$ cat src/rtl/load_store_unit.sv
// Byte-addressed load/store front end for a word-addressed data memory.
// Sub-word stores are done as read (ACCESS) then write of the merged word (MERGE).
module load_store_unit #(
    parameter int ADDR_W    = 32,
    parameter int MEM_IDX_W = 32
) (
    input  logic                 clk,
    input  logic                 rst,
    input  logic                 req_valid,
    output logic                 req_ready,
    input  logic                 req_we,
    input  logic [2:0]           req_funct3,
    input  logic [ADDR_W-1:0]    req_addr,
    input  logic [31:0]          req_wdata,
    output logic                 resp_valid,
    output logic [31:0]          resp_rdata,
    output logic                 resp_err,
    output logic [MEM_IDX_W-1:0] mem_addr,
    output logic [31:0]          mem_wdata,
    output logic                 mem_we,
    input  logic [31:0]          mem_rdata
);

    localparam logic [1:0] S_IDLE   = 2'd0;
    localparam logic [1:0] S_ACCESS = 2'd1;
    localparam logic [1:0] S_MERGE  = 2'd2;
    localparam logic [1:0] S_RESP   = 2'd3;

    logic [1:0]        state_q, state_d;
    logic              we_q, we_d;
    logic [2:0]        f3_q, f3_d;
    logic [ADDR_W-1:0] addr_q, addr_d;
    logic [31:0]       wdata_q, wdata_d;
    logic [31:0]       merged_q, merged_d;
    logic [31:0]       rdata_q, rdata_d;
    logic              err_q, err_d;

    logic              legal;
    logic [7:0]        byte_sel;
    logic [15:0]       half_sel;
    logic [31:0]       load_val;
    logic [31:0]       merge_val;
    logic              in_mem;
    logic              sw_access;

    // Legality is judged on the live request so the error can go straight to RESP.
    always_comb begin
        legal = 1'b0;
        case (req_funct3)
            3'b000:  legal = 1'b1;
            3'b001:  legal = ~req_addr[0];
            3'b010:  legal = (req_addr[1:0] == 2'b00);
            3'b100:  legal = ~req_we;
            3'b101:  legal = ~req_we & ~req_addr[0];
            default: legal = 1'b0;
        endcase
    end

    assign byte_sel = mem_rdata[{addr_q[1:0], 3'b000} +: 8];
    assign half_sel = addr_q[1] ? mem_rdata[31:16] : mem_rdata[15:0];

    always_comb begin
        case (f3_q)
            3'b000:  load_val = {{24{byte_sel[7]}}, byte_sel};
            3'b100:  load_val = {24'b0, byte_sel};
            3'b001:  load_val = {{16{half_sel[15]}}, half_sel};
            3'b101:  load_val = {16'b0, half_sel};
            default: load_val = mem_rdata;
        endcase
    end

    always_comb begin
        merge_val = mem_rdata;
        if (f3_q[1:0] == 2'b00)
            merge_val[{addr_q[1:0], 3'b000} +: 8] = wdata_q[7:0];
        else if (addr_q[1])
            merge_val[31:16] = wdata_q[15:0];
        else
            merge_val[15:0] = wdata_q[15:0];
    end

    always_comb begin
        state_d  = state_q;
        we_d     = we_q;
        f3_d     = f3_q;
        addr_d   = addr_q;
        wdata_d  = wdata_q;
        merged_d = merged_q;
        rdata_d  = rdata_q;
        err_d    = err_q;
        case (state_q)
            S_IDLE: begin
                if (req_valid) begin
                    we_d    = req_we;
                    f3_d    = req_funct3;
                    addr_d  = req_addr;
                    wdata_d = req_wdata;
                    rdata_d = 32'b0;
                    err_d   = ~legal;
                    state_d = legal ? S_ACCESS : S_RESP;
                end
            end
            S_ACCESS: begin
                if (!we_q) begin
                    rdata_d = load_val;
                    state_d = S_RESP;
                end else if (f3_q[1]) begin
                    state_d = S_RESP;
                end else begin
                    merged_d = merge_val;
                    state_d  = S_MERGE;
                end
            end
            S_MERGE: state_d = S_RESP;
            default: state_d = S_IDLE;
        endcase
    end

    always_ff @(posedge clk or posedge rst) begin
        if (rst) begin
            state_q  <= S_IDLE;
            we_q     <= 1'b0;
            f3_q     <= 3'b0;
            addr_q   <= '0;
            wdata_q  <= 32'b0;
            merged_q <= 32'b0;
            rdata_q  <= 32'b0;
            err_q    <= 1'b0;
        end else begin
            state_q  <= state_d;
            we_q     <= we_d;
            f3_q     <= f3_d;
            addr_q   <= addr_d;
            wdata_q  <= wdata_d;
            merged_q <= merged_d;
            rdata_q  <= rdata_d;
            err_q    <= err_d;
        end
    end

    // Memory-side outputs decode from state only, so reset clears them at once.
    assign in_mem    = (state_q == S_ACCESS) || (state_q == S_MERGE);
    assign sw_access = (state_q == S_ACCESS) && we_q && f3_q[1];

    assign req_ready  = (state_q == S_IDLE);
    assign resp_valid = (state_q == S_RESP);
    assign resp_rdata = resp_valid ? rdata_q : 32'b0;
    assign resp_err   = resp_valid & err_q;
    assign mem_addr   = in_mem ? MEM_IDX_W'(addr_q[ADDR_W-1:2]) : '0;
    assign mem_we     = sw_access || (state_q == S_MERGE);
    assign mem_wdata  = (state_q == S_MERGE) ? merged_q :
                        sw_access            ? wdata_q  : 32'b0;

endmodule

$ cat config.mk
export PLATFORM = sky130hd
export DESIGN_NAME = load_store_unit
export DESIGN_NICKNAME = d
export VERILOG_FILES = /design/src/rtl/load_store_unit.sv
export SDC_FILE = /design/constraint.sdc
export NUM_CORES = 1
export LEC_CHECK = 0
export ABC_AREA = 1
export CORE_UTILIZATION = 60
export CTS_CLUSTER_SIZE = 8
export DETAILED_ROUTE_END_ITERATION = 8
export DONT_BUFFER_PORTS = 1
export HOLD_SLACK_MARGIN = 0.06
export PLACE_DENSITY = 0.76
export SYNTH_ARGS = -nofsm -noshare
export SYNTH_HDL_FRONTEND = slang
export SYNTH_SLANG_ARGS = --single-unit
export TNS_END_PERCENT = 1
$ cat constraint.sdc
create_clock -name clk -period 12.6 [get_ports clk]
set_input_delay 2.52 -clock clk [delete_from_list [all_inputs] [get_ports clk]]
set_output_delay 2.52 -clock clk [all_outputs]
set_load 0.005 [all_outputs]
==> results.sh, run 1 <==
export IMPL_die_w_um=118.0
export IMPL_power_density_nw_per_um2=268.2
export IMPL_finalSetupTns_ps=0
export IMPL_min_period_ps=5350
export IMPL_cts_tree="done"
export IMPL_worstSetupPathType="reg -> out"
export IMPL_layout_commonest_cell="nand2_1"
export IMPL_rsz0062_at_grt="false"
export IMPL_synth_adder_area_share_pct=1.394
export IMPL_fin_crit_sh_pct=42.46
export IMPL_core_area_um2=13190
export IMPL_startpoint_type="flop"
export IMPL_setup_ws_ps=7250
export IMPL_clk_latency_ps=420
export IMPL_synth_compound_area_share_pct=10.04
export IMPL_cts_hold_fix_buffers=0
export IMPL_cp_max_fo=34
export IMPL_drive_above_1_share_pct=4.530
export IMPL_hpwl_um=15520
export IMPL_dp_cells=1360
export IMPL_slew_headroom_pct=17.00
export IMPL_crit_chain="inv_1 -> ha_1 -> buf_4 -> clkinv_1 -> nand2_1 -> o21ai_0"
export IMPL_cp_slowest_cell="clkinv_1"
export IMPL_cts_max_path_buffers=2
export IMPL_switching_share_pct=45.60
export IMPL_syn_inst=1245
export IMPL_dr_pass1_iters=5
export IMPL_clk_pin_slew_ps=60
export IMPL_place_congestion=0.9340
export IMPL_final_cell_mix="nand2_1 (606), dfrtp_1 (135), inv_1 (118)"
export IMPL_finalMaxSlewViolations=0
export IMPL_avgSynthCellArea_um2=6.487
export IMPL_worstSetupEndpointType="output port"
export IMPL_crit_arrival_ps=2830
export IMPL_fmax_mhz=186.9
export IMPL_finClkSkew_ps=5.878
export IMPL_p_leak_nw=4.992
export IMPL_outcome="complete, no violations"
export IMPL_finalSetupViolations=0
export IMPL_switchingPower_mw=1.053
export IMPL_grt_pass1_vias=6954
export IMPL_synth_area_um2=8076
export IMPL_routed_via_density=5.461
export IMPL_syn_to_final_growth_pct=6.615
export IMPL_nets=1315
export IMPL_rows=42
export IMPL_cap_violations=0
export IMPL_route_detailed_drc=0
export IMPL_wl_um=22480
export IMPL_dieArea_um2=13930
export IMPL_crit_family="buffers and inverters"
export IMPL_crit_path_max_incr_delay_ps=950
export IMPL_cts_setup_buffers=0
export IMPL_grt_usage_pct=33.85
export IMPL_clock_sinks=135
export IMPL_irDropWorstVdd_uv=129.7
export IMPL_cts_buffers=17
export IMPL_hold_viol=0
export IMPL_p_seq_share_pct=33.9
export IMPL_p_comb_share_pct=44.6
export IMPL_ios=203
export IMPL_portBuffers=0
export IMPL_ys_seq_area_share_pct=41.83
export IMPL_synthSimpleGateAreaFrac_pct=36.61
export IMPL_cts_root_buf="clkbuf_16"
export IMPL_grt_start_max_net_pins=77
export IMPL_cts_htree_levels=4
export IMPL_ys_ff_latch=135
export IMPL_clockPowerShare_pct=21.4
export IMPL_routedWlPerCell_um=16.16
export IMPL_initial_core_util_pct=61.23
export IMPL_overflow=0
export IMPL_synthMuxAreaShare_pct=0
export IMPL_grt_pass1_wl_um=36490
export IMPL_pre_cts_ws_ps=7768
export IMPL_fill_cells=1260
export IMPL_fin_cells=1391
export IMPL_drtIter0Drc=624
export IMPL_antenna_found_initial=2
export IMPL_required_ps=10080
export IMPL_die_y_um=118.0
export IMPL_worst_pin_slew_ps=1242
export IMPL_ys_warn_count=0
export IMPL_synth_top_family_by_area="simple AND/OR/NAND/NOR gates"
export IMPL_crit_buf_inv=3
export IMPL_ys_types=27
export IMPL_min_path_type="reg -> reg"
export IMPL_p_int_mw=1.256
export IMPL_post_cts_resized=0
export IMPL_ant_nets=0
export IMPL_synth_xor_area_share_pct=0
export IMPL_vias=7596
## cells in the mapped netlist
library cell  number  area share (%)
nor2_1            67             3.1
nor3_2             2            0.25
nand3_1           56             3.5
o21bai_1           1           0.093
ha_1               9             1.4
nand3_2            1            0.12
nand3_4            1            0.22
inv_2              3            0.14
nor2_2             1           0.078
nand2_1          607              28
conb_1             1           0.046
buf_4              7            0.65
and2_0             5            0.39
or2_2              6            0.46
a21oi_1           47             2.9
inv_1            120             5.6
o211ai_1          13             1.2
clkbuf_1          37             1.7
buf_2             24             1.5
o21ai_0           88             5.5
o21ai_1            6            0.37
dfrtp_1          135              42
nand2_4            1            0.14
buf_6              3            0.42
clkinv_1           2           0.093
nand2_2            1           0.078
nand4_1            1           0.078
## power by group through the flow
stage	Combinational [mW]	Clock [mW]	Sequential (mW)
after detailed placement	1.02	0	0.780
after global routing	1.18	0.520	0.806
after global placement	0.995	0	0.779
after floorplan	0.861	0	0.727
after CTS	1.02	0.498	0.779
final	1.03	0.495	0.783
## metal layers
layer,track usage [%],wire (µm),vias to the layer above
met5,0,13,-
met4,17.07,870,2
met3,9.012,1993,61
met2,49.04,9613,362
met1,46.76,9989,3449
li1,-,-,3722
## kinds of logic (layout without fill, tap and decap cells)
| group | count (synthesis) | after routing |
|---|---|---|
| compound gates | 155 | 155 |
| fa+ha+maj | 9 | 9 |
| buf+inv | 196 | 164 |
| flops | 135 | 135 |
| other cells | 1 | 3 |
| simple gates | 749 | 749 |
## flip-flops by register name, indices dropped and copies added (netlist names)
signal and flops:
we_q 1, wdata_q 32, rdata_q 32, merged_q 32, f3_q 3, state_q 2
addr_q 32, err_q 1
## tightest hold or removal path, delay by kind of cell (launching register included)
kind | cells | cell delay (ps)
AND/OR/NAND/NOR | 2 | 110
flip-flops | 1 | 340
## cell type report
class | instances | area (µm²) | area share, %
Antenna cell | 1 | 2.502 | 0.02906
Multi-Input combinational cell | 915 | 3890 | 45.18
Inverter | 125 | 474.2 | 5.507
Clock inverter | 9 | 127.6 | 1.482
Timing Repair Buffer | 9 | 67.56 | 0.7847
Tap cell | 176 | 220.2 | 2.557
Sequential cell | 135 | 3378 | 39.23
Clock buffer | 21 | 450.4 | 5.231
## final timing paths
| kind | from | endpoint | slack (ps) | cells past startpoint |
|---|---|---|---|---|
| max in group asynchronous | rst | rdata_q[20] | 9260 | 2 |
| worst max-delay path | state_q[0] | mem_wdata[24] | 7250 | 6 |
| worst max register to register | f3_q[1] | rdata_q[21] | 9750 | 7 |
| worst min-delay path | rdata_q[31] | rdata_q[31] | 480 | 2 |
| min in group asynchronous | rst | wdata_q[27] | 2010 | 1 |
| worst min register to register | rdata_q[31] | rdata_q[31] | 480 | 2 |
## metrics by stage
stage                     cell area, µm²  util, %  hold slack, ps  total power [mW]
after CTS                           8608    65.26           480.3             2.301
after floorplan                     8080        -           448.7             1.588
final                               8611    65.28           478.4             2.310
after detailed placement            8030    60.88           464.9             1.800
after global routing                8608    65.26           492.6             2.502
after global placement              8030    60.88           462.2             1.774
Power figures use the tool's default switching activity.
==> run 2, diff against run 1 <==
CORE_UTILIZATION = 58   (was 60)
clock period = 4.5 ns   (was 12.6 ns; I/O delays follow)
==> run 2 against run 1 <==
Clock power grew to 2.7 times the previous value. Cell area barely moved. Wire length rose by 1.9%. Setup slack lost 6300 ps. Register-to-register slack got worse by 8100 ps. Flip-flop and latch count unchanged. Largest cell class unchanged.
==> results.sh, run 2 (synthesis gave the netlist of run 1 again) <==
export IMPL_outcome="complete, no violations"
export IMPL_routedWlPerCell_um=16.45
export IMPL_cp_max_fo=34
export IMPL_startpoint_type="flop"
export IMPL_cts_htree_levels=4
export IMPL_min_path_type="reg -> reg"
export IMPL_ios=203
export IMPL_final_cell_mix="nand2_1 (606), dfrtp_1 (135), inv_1 (118)"
export IMPL_fill_cells=1245
export IMPL_finalMaxSlewViolations=0
export IMPL_antenna_found_initial=1
export IMPL_slew_headroom_pct=19.66
export IMPL_hpwl_um=15780
export IMPL_vias=7649
export IMPL_grt_usage_pct=33.22
export IMPL_finalPower_mw=6.429
export IMPL_post_cts_resized=0
export IMPL_dr_pass1_iters=6
export IMPL_rows=42
export IMPL_die_y_um=120.0
export IMPL_fmax_mhz=279.5
export IMPL_cts_setup_buffers=0
export IMPL_p_leak_nw=4.994
export IMPL_crit_arrival_ps=2680
export IMPL_dieArea_um2=14400
export IMPL_initial_core_util_pct=60.27
export IMPL_finalSetupViolations=0
export IMPL_cts_max_path_buffers=2
export IMPL_worstSetupPathType="reg -> out"
export IMPL_worstSetupEndpointType="output port"
export IMPL_cts_tree="done"
export IMPL_clock_sinks=135
export IMPL_crit_reg2reg_launch="f3_q[1]"
export IMPL_grt_pass1_wl_um=36470
export IMPL_power_density_nw_per_um2=746.2
export IMPL_rsz0062_at_grt="false"
export IMPL_cts_root_buf="clkbuf_16"
export IMPL_grt_start_max_net_pins=79
export IMPL_worst_pin_slew_ps=1202
export IMPL_core_area_um2=13400
export IMPL_syn_to_final_growth_pct=6.677
export IMPL_cap_violations=0
export IMPL_nets=1318
export IMPL_finalCoreUtilization_pct=64.30
export IMPL_irDropWorstVdd_uv=336.5
export IMPL_worstHoldPathCells=2
export IMPL_layout_commonest_cell="nand2_1"
export IMPL_route_detailed_drc=0
export IMPL_clk_pin_slew_ps=50
export IMPL_routed_via_density=5.495
export IMPL_die_w_um=120.0
export IMPL_ant_nets=0
export IMPL_fin_crit_sh_pct=79.51
export IMPL_wl_um=22900
export IMPL_worst_r2r_setup_slack_ps=1610
export IMPL_hold_viol=0
export IMPL_grt_pass1_vias=6878
export IMPL_clk_latency_ps=420
export IMPL_portBuffers=0
export IMPL_drtIter0Drc=803
export IMPL_overflow=0
export IMPL_r2r_end="rdata_q[23]"
export IMPL_finClkSkew_ps=6.231
export IMPL_min_period_ps=3578
export IMPL_place_congestion=0.9110
export IMPL_whs_endpoint="addr_q[27]"
export IMPL_hold_start="addr_q[27]"
export IMPL_cts_buffers=17
export IMPL_cts_hold_fix_buffers=0
export IMPL_required_ps=3600
export IMPL_drive_above_1_share_pct=4.609
export IMPL_reg2reg_depth=7
export IMPL_finalSetupTns_ps=0
## run 2: cell types whose count changed in the layout (fill, tap and decap cells not counted), sizes merged
cell and delta:
buf +3, bufinv -1, clkinv -4, clkbuf +3
inv -1, clkinvlp +1
## run 2: worst max path at each step
| stage | from | endpoint | slack [ps] |
|---|---|---|---|
| 2_1_floorplan | rst | addr_q[0] | 1920 |
| 3_3_place_gp | state_q[0] | mem_wdata[0] | 1450 |
| 3_5_place_dp | state_q[0] | mem_wdata[22] | 1370 |
| 4_1_cts | state_q[0] | mem_wdata[22] | 910 |
| 5_1_grt | state_q[0] | mem_wdata[22] | 660 |
| 6_report | state_q[0] | mem_wdata[22] | 920 |
## run 2: where the power goes
part / internal (mW) / switching (mW) / total, mW
logic: 0.874 / 2.01 / 2.88
registers: 1.77 / 0.430 / 2.20
clock network: 0.860 / 0.487 / 1.35
## run 2: layer usage
metal	vias to the layer above	wire, µm	track usage [%]
met4	2	890	15.94
met1	3463	9785	46.53
met2	396	9895	48.06
li1	3727	-	-
met3	61	2313	8.270
met5	-	12	0
## run 2: worst max-delay path: stages (launching register included)
cell and delay, ps:
dfrtp_1 400, inv_1 110, ha_1 150, buf_4 300, clkinv_1 880, nand2_1 250
o21ai_0 160
## run 2: area by class of cell
| cell class | count | area (µm²) | area share, % |
|---|---|---|---|
| flip-flops and latches | 135 | 3378 | 39.21 |
| clock inverters | 4 | 70.07 | 0.8132 |
| clock buffers | 24 | 491.7 | 5.707 |
| inverters | 125 | 473.0 | 5.489 |
| repair buffers | 12 | 90.09 | 1.046 |
| diodes | 1 | 2.502 | 0.02904 |
| multi-input cells | 915 | 3890 | 45.15 |
| well taps | 176 | 220.2 | 2.556 |
## run 2: metrics by stage
step           hold WS, ps  setup slack, ps  cells  cell area (µm²)
2_1_floorplan        448.7             1921   1246             8084
3_3_place_gp         462.3             1449   1363             8051
3_5_place_dp         465.5             1368   1363             8051
4_1_cts              480.7            905.2   1391             8613
5_1_grt              498.4            655.6   1391             8613
6_report             477.6            922.2   1392             8616
==> run 3, diff against run 2 <==
CORE_UTILIZATION = 60   (was 58)
clock period = 3.75 ns   (was 4.5 ns; I/O delays follow)
==> run 3 against run 2 <==
Combinational power rose by 22%. Setup slack lost 320 ps. Register-to-register slack worse by 260 ps. Die area decreased by 3.3%. Critical path depth down 1. Global-route usage grew 0.13 points. Worst hold slack lost 180 ps. Utilization is 1.4 points higher.
==> results.sh, run 3 (synthesis gave the netlist of run 1 again) <==
export IMPL_switchingPower_mw=3.516
export IMPL_die_w_um=118.0
export IMPL_finalSetupTns_ps=0
export IMPL_dieArea_um2=13930
export IMPL_clock_sinks=135
export IMPL_grt_usage_pct=33.35
export IMPL_slew_headroom_pct=22.74
export IMPL_clockPowerShare_pct=21.3
export IMPL_p_int_mw=4.243
export IMPL_fin_cells=1398
export IMPL_drive_above_1_share_pct=4.996
export IMPL_rows=42
export IMPL_ant_nets=0
export IMPL_startpoint_type="flop"
export IMPL_min_path_type="in -> async"
export IMPL_cts_tree="done"
export IMPL_cts_setup_buffers=0
export IMPL_grt_pass1_wl_um=36140
export IMPL_die_y_um=118.0
export IMPL_dr_pass1_iters=6
export IMPL_crit_path_max_incr_delay_ps=850
export IMPL_worstSetupEndpointType="output port"
export IMPL_core_area_um2=13190
export IMPL_cap_violations=0
export IMPL_cts_buffers=17
export IMPL_clk_latency_ps=420
export IMPL_initial_core_util_pct=61.23
export IMPL_dp_cells=1365
export IMPL_outcome="complete, no violations"
export IMPL_routed_via_density=5.506
export IMPL_hold_viol=0
export IMPL_layout_commonest_cell="nand2_1"
export IMPL_rsz0062_at_grt="false"
export IMPL_hpwl_um=15470
export IMPL_overflow=0
export IMPL_drtIter0Drc=733
export IMPL_finalMaxSlewViolations=0
export IMPL_vias=7697
export IMPL_cp_max_fo=34
export IMPL_finalSetupViolations=0
export IMPL_p_comb_share_pct=45.3
export IMPL_p_leak_nw=5.021
export IMPL_cts_hold_fix_buffers=0
export IMPL_irDropWorstVdd_uv=464.5
export IMPL_worst_pin_slew_ps=1159
export IMPL_pre_cts_ws_ps=1079
export IMPL_ios=203
export IMPL_cts_htree_levels=4
export IMPL_clk_pin_slew_ps=50
export IMPL_fmax_mhz=318.0
export IMPL_final_cell_mix="nand2_1 (606), dfrtp_1 (135), inv_1 (118)"
export IMPL_crit_buf_inv=2
export IMPL_route_detailed_drc=0
export IMPL_fin_crit_sh_pct=83.86
export IMPL_syn_to_final_growth_pct=7.343
export IMPL_nets=1320
export IMPL_antenna_found_initial=1
export IMPL_grt_start_max_net_pins=105
export IMPL_p_seq_share_pct=33.5
export IMPL_required_ps=3000
export IMPL_grt_pass1_vias=6852
export IMPL_wl_um=22200
export IMPL_post_cts_resized=0
export IMPL_routedWlPerCell_um=15.88
export IMPL_power_density_nw_per_um2=894.9
export IMPL_worstSetupPathType="reg -> out"
export IMPL_place_congestion=0.9121
export IMPL_finClkSkew_ps=12.34
export IMPL_crit_chain="inv_1 -> ha_1 -> clkinv_1 -> nand2_1 -> o21ai_0"
export IMPL_finalPower_mw=7.759
export IMPL_portBuffers=0
export IMPL_cts_root_buf="clkbuf_16"
export IMPL_min_period_ps=3145
export IMPL_switching_share_pct=45.32
export IMPL_cp_slowest_cell="clkinv_1"
export IMPL_crit_arrival_ps=2390
export IMPL_setup_ws_ps=605.1
export IMPL_cts_max_path_buffers=2
export IMPL_crit_family="buffers and inverters"
run 3: cell count changes in the layout (fill, tap and decap cells not counted), sizes merged:
cell / previous run / this run
clkinv: 4 / 7
buf: 12 / 14
clkbuf: 24 / 25
run 3: final timing paths:
kind	from	to	slack (ps)	depth (start not counted)
min reg2reg	merged_q[21]	merged_q[21]	480	2
max in group asynchronous	rst	f3_q[0]	2490	2
max reg2reg	addr_q[1]	merged_q[9]	1350	8
min in group clk	req_wdata[31]	wdata_q[31]	440	2
max	state_q[0]	mem_wdata[6]	610	5
min	rst	addr_q[3]	300	1
run 3: layout make-up:
class	count	area, µm²
flip-flops and latches	135	3378
fillers	1203	4521
well taps	176	220.2
inverters	125	473.0
diodes	1	2.502
multi-input cells	915	3890
clock inverters	7	92.59
clock buffers	25	495.5
repair buffers	14	117.6
run 3: power groups by stage:
stage | clock (mW) | sequential [mW] | combinational (mW)
final | 1.65 | 2.60 | 3.51
after global routing | 1.74 | 2.67 | 4.04
after CTS | 1.67 | 2.58 | 3.49
after detailed placement | 0 | 2.59 | 3.47
after global placement | 0 | 2.60 | 3.39
after floorplan | 0 | 2.44 | 2.89
run 3: metrics by stage:
stage | area (µm²) | hold slack [ps] | utilization [%]
5_1_grt | 8670 | 359.0 | 65.73
6_report | 8670 | 302.5 | 65.73
3_5_place_dp | 8079 | 464.8 | 61.25
4_1_cts | 8667 | 330.6 | 65.71
3_3_place_gp | 8079 | 462.0 | 61.25
2_1_floorplan | 8084 | 448.7 | -
run 3: routing by layer:
layer / up-vias / global-route usage [%] / wire length (µm)
met2: 386 / 47.50 / 9700
met3: 57 / 8.721 / 2122
met4: 0 / 16.35 / 737
li1: 3734 / - / -
met5: - / 0 / 0
met1: 3520 / 47.06 / 9636
